==> config.mk <==
export PLATFORM = sky130hd
export DESIGN_NAME = serial_frame_loader_flat
export DESIGN_NICKNAME = d
export VERILOG_FILES = /design/src/rtl/serial_frame_loader_pkg.sv /design/src/rtl/serial_frame_loader_if.sv /design/src/rtl/serial_frame_loader_sipo.sv /design/src/rtl/serial_frame_loader.sv /design/src/flat_wrapper.sv
export SDC_FILE = /design/constraint.sdc
export NUM_CORES = 1
export LEC_CHECK = 0
export CAP_MARGIN = 40
export CORE_MARGIN = 10
export CORE_UTILIZATION = 57
export DETAILED_ROUTE_END_ITERATION = 16
export GPL_ROUTABILITY_DRIVEN = 0
export HOLD_SLACK_MARGIN = 0.03
export PLACE_DENSITY_LB_ADDON = 0.25
export REMOVE_ABC_BUFFERS = 1
export SLEW_MARGIN = 20
export SYNTH_ARGS = -nofsm -noshare
export SYNTH_HDL_FRONTEND = slang
export SYNTH_SLANG_ARGS = --single-unit
==> constraint.sdc <==
create_clock -name clk -period 2.6 [get_ports clk]
set_input_delay 0.52 -clock clk [delete_from_list [all_inputs] [get_ports clk]]
set_output_delay 0.52 -clock clk [all_outputs]
set_load 0.005 [all_outputs]
==> src/rtl/serial_frame_loader_pkg.sv <==
// Shared sizes and FSM state encoding for the serial frame loader.
package frame_loader_pkg;

  localparam int KEY_SIZE_DEF = 8;
  localparam int MSG_SIZE_DEF = 64;
  localparam int CNT_W        = $clog2(MSG_SIZE_DEF + 1);

  typedef enum logic [1:0] {
    IDLE     = 2'd0,
    LOAD_KEY = 2'd1,
    LOAD_MSG = 2'd2,
    DRAIN    = 2'd3
  } fl_state_e;

endpackage

==> src/rtl/serial_frame_loader_if.sv <==
// Pad-side inputs and core-side key/message/status outputs of the frame loader.
interface serial_frame_loader_if
  import frame_loader_pkg::*;
#(
  parameter int KEY_SIZE = KEY_SIZE_DEF,
  parameter int MSG_SIZE = MSG_SIZE_DEF
);
  logic                ena;
  logic                ser_in;
  logic                key_load;
  logic                msg_load;
  logic                msg_ack;
  logic [KEY_SIZE-1:0] key_out;
  logic                key_valid;
  logic [MSG_SIZE-1:0] msg_out;
  logic                msg_valid;
  logic                busy;
  logic                err_short;
  logic                err_long;

  modport master (
    output ena, ser_in, key_load, msg_load, msg_ack,
    input  key_out, key_valid, msg_out, msg_valid, busy, err_short, err_long
  );

  modport slave (
    input  ena, ser_in, key_load, msg_load, msg_ack,
    output key_out, key_valid, msg_out, msg_valid, busy, err_short, err_long
  );
endinterface

==> src/rtl/serial_frame_loader_sipo.sv <==
// Enable-gated MSB-first serial-in/parallel-out shifter with saturating bit counter.
module sipo_shift_reg #(
  parameter int WIDTH = 8,
  parameter int CNT_W = 7
) (
  input  logic             clk,
  input  logic             rst_n,
  input  logic             en_i,
  input  logic             clr_i,
  input  logic             shift_i,
  input  logic             bit_i,
  output logic [WIDTH-1:0] frame_nxt_o,
  output logic             full_o
);
  logic [WIDTH-1:0] sr_q;
  logic [CNT_W-1:0] cnt_q;

  // frame_nxt_o is the register content including the bit sampled on this edge
  assign frame_nxt_o = {sr_q[WIDTH-2:0], bit_i};
  assign full_o      = shift_i && (cnt_q == CNT_W'(WIDTH - 1));

  always_ff @(posedge clk or negedge rst_n) begin
    if (!rst_n) begin
      sr_q  <= '0;
      cnt_q <= '0;
    end else if (en_i) begin
      if (clr_i) begin
        sr_q  <= '0;
        cnt_q <= '0;
      end else if (shift_i) begin
        sr_q <= frame_nxt_o;
        if (cnt_q != CNT_W'(WIDTH))
          cnt_q <= cnt_q + CNT_W'(1);
      end
    end
  end
endmodule

==> src/rtl/serial_frame_loader.sv <==
// Deserializes key and message frames from the serial pad and presents them to the cipher core.
module serial_frame_loader
  import frame_loader_pkg::*;
#(
  parameter int KEY_SIZE = KEY_SIZE_DEF,
  parameter int MSG_SIZE = MSG_SIZE_DEF
) (
  input logic                  clk,
  input logic                  rst_n,
  serial_frame_loader_if.slave bus
);
  localparam int CW = $clog2(MSG_SIZE + 1);

  fl_state_e           state_q, state_d;
  logic [KEY_SIZE-1:0] key_q, key_d;
  logic [MSG_SIZE-1:0] msg_q, msg_d;
  logic                key_vld_q, key_vld_d;
  logic                msg_vld_q, msg_vld_d;
  logic                err_short_q, err_short_d;
  logic                err_long_q, err_long_d;
  logic                drain_msg_q, drain_msg_d;
  logic                msg_blk_q, msg_blk_d;
  logic                key_shift, msg_shift, clr;
  logic                key_full, msg_full, drain_active;
  logic [KEY_SIZE-1:0] key_frame;
  logic [MSG_SIZE-1:0] msg_frame;

  sipo_shift_reg #(.WIDTH(KEY_SIZE), .CNT_W(CW)) u_key_sr (
    .clk(clk), .rst_n(rst_n), .en_i(bus.ena), .clr_i(clr), .shift_i(key_shift),
    .bit_i(bus.ser_in), .frame_nxt_o(key_frame), .full_o(key_full)
  );

  sipo_shift_reg #(.WIDTH(MSG_SIZE), .CNT_W(CW)) u_msg_sr (
    .clk(clk), .rst_n(rst_n), .en_i(bus.ena), .clr_i(clr), .shift_i(msg_shift),
    .bit_i(bus.ser_in), .frame_nxt_o(msg_frame), .full_o(msg_full)
  );

  assign drain_active = drain_msg_q ? bus.msg_load : bus.key_load;
  assign clr          = (state_q != IDLE) && (state_d == IDLE);

  always_comb begin
    state_d     = state_q;
    key_d       = key_q;
    key_vld_d   = key_vld_q;
    msg_d       = msg_q;
    msg_vld_d   = msg_vld_q && !bus.msg_ack;
    err_short_d = err_short_q;
    err_long_d  = err_long_q;
    drain_msg_d = drain_msg_q;
    // A msg_load seen together with key_load must drop before it can start a frame
    msg_blk_d   = msg_blk_q && bus.msg_load;
    key_shift   = 1'b0;
    msg_shift   = 1'b0;
    unique case (state_q)
      IDLE: begin
        if (bus.key_load) begin
          key_shift = 1'b1;
          msg_blk_d = bus.msg_load;
          state_d   = LOAD_KEY;
        end else if (bus.msg_load && !msg_blk_q) begin
          if (!msg_vld_q) begin
            msg_shift = 1'b1;
            state_d   = LOAD_MSG;
          end else begin
            err_long_d  = 1'b1;
            drain_msg_d = 1'b1;
            state_d     = DRAIN;
          end
        end
      end
      LOAD_KEY: begin
        if (bus.key_load) begin
          key_shift = 1'b1;
          if (key_full) begin
            key_d       = key_frame;
            key_vld_d   = 1'b1;
            drain_msg_d = 1'b0;
            state_d     = DRAIN;
          end
        end else begin
          err_short_d = 1'b1;
          state_d     = IDLE;
        end
      end
      LOAD_MSG: begin
        if (bus.msg_load) begin
          msg_shift = 1'b1;
          if (msg_full) begin
            msg_d       = msg_frame;
            msg_vld_d   = 1'b1;
            drain_msg_d = 1'b1;
            state_d     = DRAIN;
          end
        end else begin
          err_short_d = 1'b1;
          state_d     = IDLE;
        end
      end
      DRAIN: begin
        if (drain_active)
          err_long_d = 1'b1;
        else if (!bus.key_load && !bus.msg_load)
          state_d = IDLE;
      end
      default: state_d = IDLE;
    endcase
  end

  always_ff @(posedge clk or negedge rst_n) begin
    if (!rst_n) begin
      state_q     <= IDLE;
      key_q       <= '0;
      key_vld_q   <= 1'b0;
      msg_q       <= '0;
      msg_vld_q   <= 1'b0;
      err_short_q <= 1'b0;
      err_long_q  <= 1'b0;
      drain_msg_q <= 1'b0;
      msg_blk_q   <= 1'b0;
    end else if (bus.ena) begin
      state_q     <= state_d;
      key_q       <= key_d;
      key_vld_q   <= key_vld_d;
      msg_q       <= msg_d;
      msg_vld_q   <= msg_vld_d;
      err_short_q <= err_short_d;
      err_long_q  <= err_long_d;
      drain_msg_q <= drain_msg_d;
      msg_blk_q   <= msg_blk_d;
    end
  end

  assign bus.key_out   = key_q;
  assign bus.key_valid = key_vld_q;
  assign bus.msg_out   = msg_q;
  assign bus.msg_valid = msg_vld_q;
  assign bus.busy      = (state_q == LOAD_KEY) || (state_q == LOAD_MSG);
  assign bus.err_short = err_short_q;
  assign bus.err_long  = err_long_q;
endmodule
==> src/flat_wrapper.sv <==
// flat-port wrapper written by rule: the top's interface ports become plain ports
module serial_frame_loader_flat import frame_loader_pkg::*;
#(
  parameter int KEY_SIZE = KEY_SIZE_DEF,
  parameter int MSG_SIZE = MSG_SIZE_DEF
)
  (clk, rst_n, bus_ena, bus_ser_in, bus_key_load, bus_msg_load, bus_msg_ack, bus_key_out, bus_key_valid, bus_msg_out, bus_msg_valid, bus_busy, bus_err_short, bus_err_long);
  serial_frame_loader_if #(.KEY_SIZE(KEY_SIZE), .MSG_SIZE(MSG_SIZE)) bus_i ();
  input logic clk;
  input logic rst_n;
  input wire logic [$bits(bus_i.ena)-1:0] bus_ena;
  input wire logic [$bits(bus_i.ser_in)-1:0] bus_ser_in;
  input wire logic [$bits(bus_i.key_load)-1:0] bus_key_load;
  input wire logic [$bits(bus_i.msg_load)-1:0] bus_msg_load;
  input wire logic [$bits(bus_i.msg_ack)-1:0] bus_msg_ack;
  output wire logic [$bits(bus_i.key_out)-1:0] bus_key_out;
  output wire logic [$bits(bus_i.key_valid)-1:0] bus_key_valid;
  output wire logic [$bits(bus_i.msg_out)-1:0] bus_msg_out;
  output wire logic [$bits(bus_i.msg_valid)-1:0] bus_msg_valid;
  output wire logic [$bits(bus_i.busy)-1:0] bus_busy;
  output wire logic [$bits(bus_i.err_short)-1:0] bus_err_short;
  output wire logic [$bits(bus_i.err_long)-1:0] bus_err_long;
  assign bus_i.ena = bus_ena;
  assign bus_i.ser_in = bus_ser_in;
  assign bus_i.key_load = bus_key_load;
  assign bus_i.msg_load = bus_msg_load;
  assign bus_i.msg_ack = bus_msg_ack;
  assign bus_key_out = bus_i.key_out;
  assign bus_key_valid = bus_i.key_valid;
  assign bus_msg_out = bus_i.msg_out;
  assign bus_msg_valid = bus_i.msg_valid;
  assign bus_busy = bus_i.busy;
  assign bus_err_short = bus_i.err_short;
  assign bus_err_long = bus_i.err_long;
  serial_frame_loader #(.KEY_SIZE(KEY_SIZE), .MSG_SIZE(MSG_SIZE)) u_core (.clk(clk), .rst_n(rst_n), .bus(bus_i));
endmodule
==> metrics.txt, run 1 <==
status=finished clean; relative slew slack=62.3%; setup TNS=0 ps; final hold vios=0; clk_skew=8.25 ps; Mapped Avg Cell Area=9.20 µm²; Synth Instances=865; Total Power=0.00925 W; sequential area share after synthesis=51.6%; slowest CP cell=dfrtp_1; CTS tree=done; Starting Density=57.8%; Root Driver=clkbuf_16; startpoint types=flip-flop; Tot GR Track Use=19.6%; Worst setup startpoint=u_core.state_q[1]; commonest cells after routing, fill and taps aside=dfrtp_1, nand2_1, o21ai_0; Iteration-0 DRC Markers=693; Mapped Area=0.00796 mm²; final worst path period share=89.1%; routed length per instance=16.8 µm; hold buffer count at CTS=0; Reg2Reg Setup Slack=280 ps; minimum clock period=2320 ps; largest area contributor in the netlist=dfrtp_1; crit path capture type=flip-flop; most common cell after layout, fill and taps aside=dfrtp_1; via count=6,479; Synth Flop Type=dfrtp_1; R2R cell count=8; vias per cell=5.83; GRT overflow=0; Area after DPL=0.00893 mm²; number of diodes=0; #FFs+latches synth=164; largest net degree at the start of global routing=148; first-pass GRT wire length=32,100 µm; DR DRC count=0; Tightest Pin Transition=565 ps; reg2reg start=u_core.state_q[1]; die height=138 µm; Core Area=0.0138 mm²; HPWL after DPL=12,000 µm; Clk network pwr share=27.5%; critical path type=reg -> reg; Pleak=3.94 nW; CP Capture Point=u_core.u_msg_sr.sr_q[60]; Critical Path AT=2670 ps; cts bufs inserted=17; Clock Sink Count=164; FMAX=431 MHz; total iterations of the first detailed-routing run=5; IO buf count=83; Sw Pwr=0.00350 W; Distinct cells, synth=46; post-synthesis async set-or-reset flop share=100%; post-CTS setup buffer count=0; vias in the first global route=6,456; sw frac=37.9%; CP max FO=18; Max stage delay on crit path=440 ps; RSZ-0062 raised after global routing=false; Ports=84; VDD IR max=0.000509 V; H-tree Lvls=4; Clock Tree Buf Depth=2; Design Area, Final=0.00952 mm²; Flop pwr share=40.3%; final WL=18,700 µm; Yosys Warn Count=0; Power per Cell Area=972 mW/mm²; Internal Power=0.00575 W; top-area cell type share of the netlist area=51.6%; filler cell count=1,105; Data required, critical path=2950 ps; top cells by area in the synthesized netlist=dfrtp_1, o2bb2ai_1, o21ai_0, nand2_1, nand3_1; Setup WS post-layout=282 ps; die area=0.0191 mm²; Min-Delay Path Class=in -> async; number of core rows=43; crit-path cells=inv_1 -> ha_1 -> nor4b_4 -> o21a_2 -> buf_4 -> nand3_1 -> o2bb2ai_1 -> o21ai_0; Skew-Pair Late Insertion Delay=430 ps; share of cells above drive strength 1=9.01%; initial antenna violation count=0; DRT antenna net count=0; R2R Path End=u_core.u_msg_sr.sr_q[60]; clk slew on worst S/H paths=60 ps; pre-CTS WS=65.8 ps; post-CTS resize count=0; Max Cap Viol=0; nets=934; Area growth syn-to-layout=19.6%; endpoints failing setup=0; Post-synth EDFFs=0; die width=138 µm; Slew Limit Fails=0; Comb power frac=32.3%
==> sequential cells by signal (all words and copies together), names as in the netlist <==
signal	cells
u_core.bus.err_long	1
u_core.bus.err_short	1
u_core.bus.key_out	8
u_core.bus.key_valid	1
u_core.bus.msg_out	64
u_core.bus.msg_valid	1
u_core.drain_msg_q	1
u_core.msg_blk_q	1
u_core.state_q	2
u_core.u_key_sr.cnt_q	7
u_core.u_key_sr.sr_q	7
u_core.u_msg_sr.cnt_q	7
u_core.u_msg_sr.sr_q	63
==> kinds of logic after synthesis <==
group / count (synthesis) / synth area share, %
AOI/OAI and AO/OA: 260 / 21.4
and+or+nand+nor: 264 / 15.4
muxes: 11 / 1.57
DFF: 164 / 51.6
adders and majority gates: 8 / 1.26
buffers and inverters: 158 / 8.81
==> cell type report <==
type                    instances  area, µm²  area share, %
well taps                     180        225           2.37
inverters                      86        323           3.39
clock inverters                11        133           1.39
multi-input cells             543       3180           33.4
repair buffers                107       1100           11.5
clock buffers                  21        460           4.84
flip-flops and latches        164       4100           43.1
==> power by group through the flow <==
stage / combinational (W) / sequential (W) / clock, W
3_3_place_gp: 0.00280 / 0.00369 / 0
5_1_grt: 0.00333 / 0.00381 / 0.00270
6_report: 0.00299 / 0.00372 / 0.00254
4_1_cts: 0.00298 / 0.00371 / 0.00258
3_5_place_dp: 0.00294 / 0.00374 / 0
2_1_floorplan: 0.00188 / 0.00360 / 0
==> worst min path at each step <==
stage / from / endpoint / slack [ps] / cells after the start
5_1_grt: rst_n / u_core.u_msg_sr.sr_q[56] / 110 / 1
4_1_cts: rst_n / u_core.bus.msg_out[63] / 80 / 1
2_1_floorplan: rst_n / u_core.bus.err_long / 220 / 0
3_5_place_dp: u_core.bus.err_short / u_core.bus.err_short / 450 / 1
3_3_place_gp: u_core.bus.key_valid / u_core.bus.key_valid / 450 / 1
6_report: rst_n / u_core.bus.msg_out[63] / 70 / 1
==> synthesized netlist by cell type (2+ instances only) <==
cell       number
a31oi_1         3
and2_1          3
o21a_1          2
or2b_1          2
buf_6           6
mux2_2          8
clkbuf_1       32
mux2i_1         2
o2111ai_1       3
o21ai_0       121
nor2_2          2
a22oi_1         2
o311ai_1        5
o21bai_1        3
a21oi_1         7
o22ai_1         3
nand4_1         2
nand2_1       145
o21ai_2         2
buf_4           8
o221ai_1        5
nor2_1         10
nand3_1        75
nand2b_1        7
ha_1            8
inv_1          86
or3_1           5
o21ai_1        19
dfrtp_1       164
or2_2           3
o2bb2ai_1      71
nand4_2         2
nor2b_1         2
o211ai_1       10
buf_2          26
==> worst max-delay path, delay by kind of cell, from the launching register on <==
kind	cells	cell delay (ps)
buf+inv	2	370
fa+ha+maj	1	370
compound gates	3	490
flops	1	440
simple gates	2	560
==> per-layer routing <==
metal  vias to the layer above  part of all wire (%)  track usage, %
li1                       3082                     -               -
met3                        18                   5.9            5.72
met4                         0                   1.4            5.94
met2                       176                    49            32.1
met1                      3203                    43            24.7
met5                         -                     0               0
==> metrics by stage <==
| step | hold slack (ps) | util [%] | std cells |
|---|---|---|---|
| 2_1_floorplan | 224 | - | 793 |
| 4_1_cts | 76.0 | 69.1 | 1112 |
| 6_report | 65.5 | 69.1 | 1112 |
| 3_3_place_gp | 451 | 64.8 | 1080 |
| 3_5_place_dp | 453 | 64.8 | 1080 |
| 5_1_grt | 108 | 69.1 | 1112 |
No activity file was read; power rests on OpenSTA's default activity.
==> run 2: changes to the inputs <==
- CAP_MARGIN: 40 -> 5
- HOLD_SLACK_MARGIN: 0.03 -> 0.08
==> run 2 against run 1 <==
Effect of this change:
- clock skew rose by 0.65 ps
- global-route usage barely moved
- worst setup slack improved by 0.96 ps
- worst hold slack improved by 400 ps
- sequential cell count did not move
- sequential power barely moved
- clock power barely moved
- wire length rose by 0.50%
==> metrics.txt, run 2 (synthesis gave the netlist of run 1 again) <==
Clock Tree Buf Depth=2; slowest CP cell=dfrtp_1; CTS tree=done; R2R cell count=8; relative slew slack=61.1%; post-CTS resize count=0; register area=0.00410 mm²; Max stage delay on crit path=440 ps; Hold Startpoint=u_core.bus.err_short; Crit. path cell count=8; minimum clock period=2320 ps; number of core rows=43; Multi-input gate area=0.00318 mm²; Ports=84; Starting Density=57.8%; VDD IR max=0.000509 V; max reg flops=64; Tightest Pin Transition=584 ps; setup TNS=0 ps; nets=935; Reg2Reg Setup Slack=280 ps; die area=0.0191 mm²; DR DRC count=0; vias per cell=5.88; crit path capture type=flip-flop; die height=138 µm; Critical Path AT=2660 ps; startpoint types=flip-flop; cts bufs inserted=17; Skew-Pair Late Insertion Delay=430 ps; status=finished clean; filler cell count=1,104; Iteration-0 DRC Markers=821; largest net degree at the start of global routing=148; DP Cell Count=1,080; endpoints failing setup=0; total iterations of the first detailed-routing run=5; via count=6,548; Slew Limit Fails=0; post-CTS setup buffer count=0; first-pass GRT wire length=32,100 µm; IO buf count=83; crit-path cells=inv_1 -> ha_1 -> nor4b_4 -> o21a_2 -> buf_4 -> nand3_1 -> o2bb2ai_1 -> o21ai_0; commonest cells after routing, fill and taps aside=dfrtp_1, nand2_1, o21ai_0; HPWL after DPL=12,000 µm; critical path type=reg -> reg; reg2reg start=u_core.state_q[1]; most common cell after layout, fill and taps aside=dfrtp_1; initial antenna violation count=0; Power per Cell Area=972 mW/mm²; Min-Delay Path Depth=1; final WL=18,800 µm; WHS Endpoint=u_core.bus.err_short; Area growth syn-to-layout=19.8%; final hold vios=0; Min-Delay Path Class=reg -> reg; Data required, critical path=2950 ps; RSZ-0062 raised after global routing=false; fin cells=1,113; Tot GR Track Use=19.7%; R2R Path End=u_core.u_msg_sr.sr_q[60]; routed length per instance=16.9 µm; DRT antenna net count=0; vias in the first global route=6,459; Setup WS post-layout=283 ps; Worst path top cell family by delay=simple AND/OR/NAND/NOR gates; FMAX=432 MHz; CP bufs+invs=2; Core Area=0.0138 mm²; die width=138 µm; GRT overflow=0; clk_skew=8.90 ps; number of diodes=0; Clock Sink Count=164; Pleak=3.95 nW; Root Driver=clkbuf_16; CP max FO=18; final worst path period share=89.1%; pre-CTS WS=65.8 ps; Max Cap Viol=0; H-tree Lvls=4; WHS=461 ps; Layout Utilization=69.2%; clk slew on worst S/H paths=60 ps; share of cells above drive strength 1=9.00%
run 2: timing repair:
item	in CTS	in global routing
hold buffers	1	0
endpoints found under the hold margin	9	0
setup endpoints to repair	0	0
run 2: area by class of cell:
cell class,instances,area share [%]
clock buffers,21,4.83
clock inverters,11,1.39
inverters,86,3.39
multi-input cells,543,33.3
flip-flops and latches,164,43.1
well taps,180,2.36
repair buffers,108,11.6
run 2: report_power, final:
group          internal (W)  leakage, nW  total, W  switching, W
clock network       0.00155        0.296   0.00254      0.000997
logic               0.00103         1.39   0.00299       0.00196
registers           0.00317         2.25   0.00373      0.000556
total               0.00575         3.95   0.00926       0.00351
run 2: how the worst max path moves through the flow:
stage | slack, ps | to | startpoint
after floorplan | -2660 | u_core.u_msg_sr.cnt_q[0] | u_core.state_q[0]
after global placement | 130 | u_core.drain_msg_q | bus_key_load
after detailed placement | 70 | u_core.drain_msg_q | bus_key_load
after CTS | 310 | u_core.u_msg_sr.cnt_q[0] | u_core.state_q[0]
after global routing | 110 | u_core.u_msg_sr.cnt_q[0] | u_core.state_q[0]
final | 280 | u_core.u_msg_sr.sr_q[60] | u_core.state_q[1]
run 2: through the flow:
stage / instance area, µm² / total power [W]
4_1_cts: 9530 / 0.00926
5_1_grt: 9530 / 0.00984
3_5_place_dp: 8930 / 0.00668
6_report: 9530 / 0.00926
2_1_floorplan: 7580 / 0.00548
3_3_place_gp: 8930 / 0.00649
run 2: per-layer routing:
| metal | GRT usage (%) | share of wire (%) |
|---|---|---|
| met2 | 32.1 | 50 |
| met1 | 24.7 | 42 |
| met4 | 5.94 | 1.3 |
| met3 | 5.75 | 6.7 |
| met5 | 0 | 0 |
